`src/rtl/uart_boot_loader.sv`:
```
// uart_boot_loader: receives a word count and a little-endian byte stream from
// a UART receiver, assembles 32-bit words and writes them to consecutive
// memory addresses from 0 while holding the MIPS core stalled.
//
// Ports:
//   clk, reset            clock (rising edge), asynchronous active-high reset
//   start                 pulse that begins a load session (ignored while busy)
//   rx_valid, rx_data     received byte strobe and data
//   mem_we                one-cycle write strobe per assembled word
//   mem_addr, mem_wdata   word address and data for the write
//   core_hold             1 except while DONE
//   busy, done, error     session status levels
//
// Optional feature: define BOOT_TIMEOUT_EN to abort a session to ERROR when no
// byte arrives for TIMEOUT_CYCLES clocks in GET_COUNT or GET_BYTES.
module uart_boot_loader #(
    parameter int unsigned DATA_WIDTH     = 32,
    parameter int unsigned ADDR_WIDTH     = 8,
    parameter int unsigned TIMEOUT_CYCLES = 50000000
) (
    input  logic                  clk,
    input  logic                  reset,
    input  logic                  start,
    input  logic                  rx_valid,
    input  logic [7:0]            rx_data,
    output logic                  mem_we,
    output logic [ADDR_WIDTH-1:0] mem_addr,
    output logic [DATA_WIDTH-1:0] mem_wdata,
    output logic                  core_hold,
    output logic                  busy,
    output logic                  done,
    output logic                  error
);

    localparam logic [2:0] S_IDLE      = 3'd0;
    localparam logic [2:0] S_GET_COUNT = 3'd1;
    localparam logic [2:0] S_GET_BYTES = 3'd2;
    localparam logic [2:0] S_WRITE     = 3'd3;
    localparam logic [2:0] S_DONE      = 3'd4;
    localparam logic [2:0] S_ERROR     = 3'd5;

    // Elaboration-time parameter sanity checks.
    if (DATA_WIDTH != 32) begin : g_bad_data_width
        $error("uart_boot_loader: DATA_WIDTH must be 32");
    end
    if (TIMEOUT_CYCLES == 0) begin : g_bad_timeout
        $error("uart_boot_loader: TIMEOUT_CYCLES must be non-zero");
    end

    logic [2:0]            state_q, state_d;
    logic [7:0]            count_q, count_d;
    logic [1:0]            idx_q, idx_d;
    logic [DATA_WIDTH-1:0] word_q, word_d;
    logic                  mem_we_q, mem_we_d;
    logic [ADDR_WIDTH-1:0] mem_addr_q, mem_addr_d;
    logic [DATA_WIDTH-1:0] mem_wdata_q, mem_wdata_d;
    logic                  core_hold_q, core_hold_d;
    logic                  busy_q, busy_d;
    logic                  done_q, done_d;
    logic                  error_q, error_d;
    logic                  tmo_hit_c;

`ifdef BOOT_TIMEOUT_EN
    localparam int unsigned TMO_W = $clog2(TIMEOUT_CYCLES + 1);

    logic [TMO_W-1:0] tmo_q, tmo_d;

    // Inter-byte counter: runs only while waiting in the same receive state
    // with no byte; entry, any byte and WRITE all clear it.
    always_comb begin
        tmo_d = '0;
        if ((state_q == S_GET_COUNT || state_q == S_GET_BYTES) &&
            state_d == state_q && !rx_valid) begin
            tmo_d = tmo_q + TMO_W'(1);
        end
    end

    always_ff @(posedge clk or posedge reset) begin
        if (reset) tmo_q <= '0;
        else       tmo_q <= tmo_d;
    end

    // Fires on the cycle the counter has seen TIMEOUT_CYCLES-1 idle clocks,
    // so ERROR is entered TIMEOUT_CYCLES clocks after the last byte.
    assign tmo_hit_c = (tmo_q == TMO_W'(TIMEOUT_CYCLES - 1));
`else
    assign tmo_hit_c = 1'b0;
`endif

    // Next-state, datapath and registered-output decode.
    always_comb begin
        state_d     = state_q;
        count_d     = count_q;
        idx_d       = idx_q;
        word_d      = word_q;
        mem_addr_d  = mem_addr_q;
        mem_wdata_d = mem_wdata_q;

        case (state_q)
            S_IDLE, S_DONE, S_ERROR: begin
                if (start) begin
                    state_d    = S_GET_COUNT;
                    idx_d      = 2'd0;
                    mem_addr_d = '0;
                end
            end
            S_GET_COUNT: begin
                if (rx_valid) begin
                    count_d = rx_data;
                    idx_d   = 2'd0;
                    state_d = (rx_data == 8'd0) ? S_ERROR : S_GET_BYTES;
                end else if (tmo_hit_c) begin
                    state_d = S_ERROR;
                end
            end
            S_GET_BYTES: begin
                if (rx_valid) begin
                    word_d[{idx_q, 3'b000} +: 8] = rx_data;
                    idx_d = idx_q + 2'd1;
                    if (idx_q == 2'd3) begin
                        state_d     = S_WRITE;
                        mem_wdata_d = {rx_data, word_q[23:0]};
                    end
                end else if (tmo_hit_c) begin
                    state_d = S_ERROR;
                end
            end
            S_WRITE: begin
                mem_addr_d = mem_addr_q + ADDR_WIDTH'(1);
                count_d    = count_q - 8'd1;
                if (count_q == 8'd1) begin
                    state_d = S_DONE;
                end else begin
                    state_d = S_GET_BYTES;
                    // A byte arriving during the write starts the next word.
                    if (rx_valid) begin
                        word_d[7:0] = rx_data;
                        idx_d       = 2'd1;
                    end
                end
            end
            default: state_d = S_IDLE;
        endcase

        mem_we_d    = (state_d == S_WRITE);
        busy_d      = (state_d == S_GET_COUNT) || (state_d == S_GET_BYTES) ||
                      (state_d == S_WRITE);
        done_d      = (state_d == S_DONE);
        error_d     = (state_d == S_ERROR);
        core_hold_d = (state_d != S_DONE);
    end

    always_ff @(posedge clk or posedge reset) begin
        if (reset) begin
            state_q     <= S_IDLE;
            count_q     <= '0;
            idx_q       <= '0;
            word_q      <= '0;
            mem_we_q    <= 1'b0;
            mem_addr_q  <= '0;
            mem_wdata_q <= '0;
            core_hold_q <= 1'b1;
            busy_q      <= 1'b0;
            done_q      <= 1'b0;
            error_q     <= 1'b0;
        end else begin
            state_q     <= state_d;
            count_q     <= count_d;
            idx_q       <= idx_d;
            word_q      <= word_d;
            mem_we_q    <= mem_we_d;
            mem_addr_q  <= mem_addr_d;
            mem_wdata_q <= mem_wdata_d;
            core_hold_q <= core_hold_d;
            busy_q      <= busy_d;
            done_q      <= done_d;
            error_q     <= error_d;
        end
    end

    assign mem_we    = mem_we_q;
    assign mem_addr  = mem_addr_q;
    assign mem_wdata = mem_wdata_q;
    assign core_hold = core_hold_q;
    assign busy      = busy_q;
    assign done      = done_q;
    assign error     = error_q;

endmodule

```
`config.mk`:
```
export PLATFORM = sky130hd
export DESIGN_NAME = uart_boot_loader
export DESIGN_NICKNAME = d
export VERILOG_FILES = /design/src/rtl/uart_boot_loader.sv
export SDC_FILE = /design/constraint.sdc
export NUM_CORES = 1
export LEC_CHECK = 0
export BUFFER_PORTS_ARGS = -buffer_cell sky130_fd_sc_hd__buf_2
export CAP_MARGIN = 20
export CORE_ASPECT_RATIO = 1.5
export CORE_UTILIZATION = 50
export DETAILED_ROUTE_END_ITERATION = 10
export HOLD_SLACK_MARGIN = 0.12
export PLACE_DENSITY_LB_ADDON = 0.05
export SYNTH_ARGS = -nofsm -noshare
export SYNTH_HDL_FRONTEND = slang
export SYNTH_SLANG_ARGS = --single-unit
```
`constraint.sdc`:
```
create_clock -name clk -period 2.8 [get_ports clk]
set_clock_uncertainty 0.1 [all_clocks]
set_input_delay 0.56 -clock clk [delete_from_list [all_inputs] [get_ports clk]]
set_output_delay 0.56 -clock clk [all_outputs]
set_load 0.05 [all_outputs]
```
==> results.md <==
| Parameter | Reported | Unit |
| --- | --- | --- |
| GRT Resource Usage Total | 0.215 | - |
| Number of DRC violations after detailed-routing iteration 0 | 163 | - |
| Number of sinks driven by the clock tree | 82 | - |
| Number of enable-type register cells in the synthesized netlist | 0 | - |
| Ranking of synthesized cells by area | sky130_fd_sc_hd__dfrtp_1 (56%), sky130_fd_sc_hd__mux2_2 (8.4%), sky130_fd_sc_hd__nand2_1 (5.2%), sky130_fd_sc_hd__o21ai_0 (4.3%), sky130_fd_sc_hd__a22o_1 (2.4%) | - |
| Pin count of the biggest net entering global routing | 44 | - |
| Via count | 2523 | - |
| Final setup violation count | 0 | - |
| Hold Fails Final Rpt | 0 | - |
| Number of inserted diodes | 0 | - |
| H-tree Lvls | 3 | - |
| Global-route wire length before repair | 12300 | um |
| Post-placement setup slack | 0.765 | ns |
| Clock tree from TritonCTS | built | - |
| Setup slack of the most critical reg-to-reg path | 0.79 | ns |
| CTS Root Cell | sky130_fd_sc_hd__clkbuf_8 | - |
| CP Capture Type | flop | - |
| DP HPWL | 5170 | um |
| Number of global-route vias before repair | 2485 | - |
| Layout cells sized above 1 | 0.312 | - |
| Leftover overflow at the end of global routing | 0 | - |
| Antenna Nets Post-Route | 0 | - |
| Result of the run | finished clean | - |
| Worst path required time | 2.99 | ns |
| Post-route fraction of the period consumed by the critical path | 0.716 | - |
| Count of maximum capacitance violations | 0 | - |
| Post-synthesis net count | 330 | - |
| Worst-case clock buffer depth | 2 | - |
| Die span in x | 71.4 | um |
| Number of distinct library cell variants in the gate-level netlist after synthesis | 55 | - |
| Setup repair after global routing missed its margin | no | - |
| Tot Pwr | 4.95 | mW |
| Count of warnings emitted by yosys | 0 | - |
| Detailed-route wire length per cell | 16.1 | um |
| Synth Flop Type | sky130_fd_sc_hd__dfrtp_1 | - |
| Worst-path clk slew | 0.08 | ns |
| Setup ws final | 0.795 | ns |
| Synthesized area divided by synthesized cell count | 11.6 | sq um |
| Critical path class | flop to flop | - |
| Share of the synthesized area in the top cell type | 0.560 | - |
| Pwr per Cell Area | 1180 | mW/mm^2 |
| Clock latency at the later pin of the worst-skew pair | 0.35 | ns |
| Number of buffers created by CTS | 9 | - |
| Largest driver fanout on the critical path | 15 | - |
| Detailed Routing Iterations Pass 1 | 4 | - |
| Peak Freq | 499 | MHz |
| Setup Total Neg Slack | 0 | ns |
| Arr. time, crit path | 2.20 | ns |
| Final weighted congestion in routability-driven placement | 0.792 | - |
| Count of pins on the block boundary | 57 | - |
| # placed instances | 439 | - |
| Effective utilization at floorplan | 0.521 | - |
| Post-detailed-route DRC marker count | 0 | - |
| Worst ir drop on vdd | 0.558 | mV |
| Avg Vias per Cell | 5.53 | - |
| Wire length reported by the detailed router | 7340 | um |
| Die Span Y | 106 | um |
| Die ar. | 0.00759 | sq mm |
| Net count reported at finish | 392 | - |
| Antenna violations before repair | 0 | - |
| Layout-stage area growth over the synthesis result | 15.4 | % |
| Number of post-CTS setup repair buffers | 0 | - |
| Classification of the worst-slack hold path | flop to flop | - |
| Count of pins over their slew limit | 0 | - |
| I/O Buffers | 56 | - |
| Post-Syn Area | 0.00362 | sq mm |
| Critical Path Source Type | flop | - |
| Cell types with the highest counts after synthesis | sky130_fd_sc_hd__dfrtp_1 (81), sky130_fd_sc_hd__nand2_1 (50), sky130_fd_sc_hd__o21ai_0 (31), sky130_fd_sc_hd__mux2_2 (27), sky130_fd_sc_hd__nand3_1 (13) | - |
| Std-Cell Rows | 37 | - |
| Worst-margin pin slew | 0.502 | ns |
| Proportion of register bits with asynchronous set or reset after synthesis | 1.00 | - |
| Most frequently used cell type in the post-synthesis netlist | sky130_fd_sc_hd__dfrtp_1 | - |
| Std-Cell Core Area | 0.00694 | sq mm |
| Min Clock Period, post-route | 2.01 | ns |
| Instance count of the mapped netlist | 311 | - |
| Max-Slew Margin vs Limit | 0.662 | - |
| Cell accounting for the most synthesized area | sky130_fd_sc_hd__dfrtp_1 | - |
| Number of synthesized register bits | 82 | - |
| Non-filler cells in the finished layout | 456 | - |
| Portion of the post-synthesis area used by sequential elements | 0.568 | - |
| Static leakage power | 2.07 | nW |
==> placed cells by master, fill, tap and decap left out, types with 7 or more instances in the layout <==
cell type / Yosys / routed
sky130_fd_sc_hd__inv_1: 10 / 9
sky130_fd_sc_hd__o21ai_0: 31 / 31
sky130_fd_sc_hd__nand3_1: 13 / 13
sky130_fd_sc_hd__clkbuf_8: 0 / 11
sky130_fd_sc_hd__a22o_1: 10 / 10
sky130_fd_sc_hd__ha_1: 7 / 7
sky130_fd_sc_hd__buf_2: 4 / 56
sky130_fd_sc_hd__dfrtp_1: 81 / 81
sky130_fd_sc_hd__nand2_1: 50 / 50
sky130_fd_sc_hd__mux2_2: 27 / 27
==> final cells by class <==
type                       instances  area (sq um)
clock buffer                      12           155
fill                             633          2770
sequential                        82          2050
clock inverter                     4          50.0
multi-input combinational        208          1440
timing repair buffer              62           340
tap                               78          97.6
inverter                          10          38.8
==> power breakdown <==
group	switching, mW	total [mW]	leakage, nW	internal, mW
registers	0.303	1.91	1.08	1.61
clock network	0.411	0.871	0.0986	0.459
logic	1.49	2.16	0.891	0.678
total	2.20	4.95	2.07	2.74
==> metrics by stage <==
step / instance area [sq um] / hold slack (ns) / utilization
2_1_floorplan: 3620 / 0.343 / -
6_report: 4170 / 0.374 / 0.601
3_3_place_gp: 3960 / 0.354 / 0.570
5_1_grt: 4170 / 0.391 / 0.601
4_1_cts: 4170 / 0.380 / 0.601
3_5_place_dp: 3960 / 0.363 / 0.570
==> layer usage <==
layer	GRT usage	wire length, um	vias to the layer above	share of wire
met3	0.0436	248	8	0.034
li1	-	-	1237	-
met5	0	0	-	0
met1	0.273	3240	1226	0.44
met4	0.0857	112	0	0.015
met2	0.356	3740	52	0.51
==> worst max-delay path, cell delays in order, from the launching register on <==
cell and delay, ns:
sky130_fd_sc_hd__dfrtp_1 0.62, sky130_fd_sc_hd__and3b_2 0.42, sky130_fd_sc_hd__nand4b_1 0.20, sky130_fd_sc_hd__or4_1 0.51, sky130_fd_sc_hd__nand3_1 0.09
==> flip-flops by register name, summed over array words and instances, names as in the netlist <==
name,flops
state_q,3
busy,1
done,1
count_q,8
core_hold,1
mem_wdata,32
idx_q,2
error,1
mem_we,1
word_q,24
mem_addr,8
==> cell families after synthesis <==
logic type               Yosys count  share of synthesized area
buffers and inverters             21                     0.0346
AO/OA/AOI/OAI                     70                      0.132
multiplexers                      32                     0.0993
AND/OR/NAND/NOR                   98                      0.139
adder cells (fa/ha/maj)            7                     0.0242
XOR/XNOR                           1                    0.00242
flip-flops                        82                      0.568
==> timing repair <==
item	CTS	global route
gates resized for setup	0	0
hold buffers	1	0
endpoints found under the hold margin	22	0
==> worst paths after layout <==
kind | endpoint | startpoint | depth (start not counted)
min reg2reg | word_q[10] | word_q[10] | 2
min in group asynchronous | mem_wdata[23] | reset | 3
max in group asynchronous | core_hold | reset | 4
min | word_q[10] | word_q[10] | 2
max | count_q[7] | state_q[1] | 4
max reg2reg | count_q[7] | state_q[1] | 4
No activity file was read; power rests on OpenSTA's default activity.
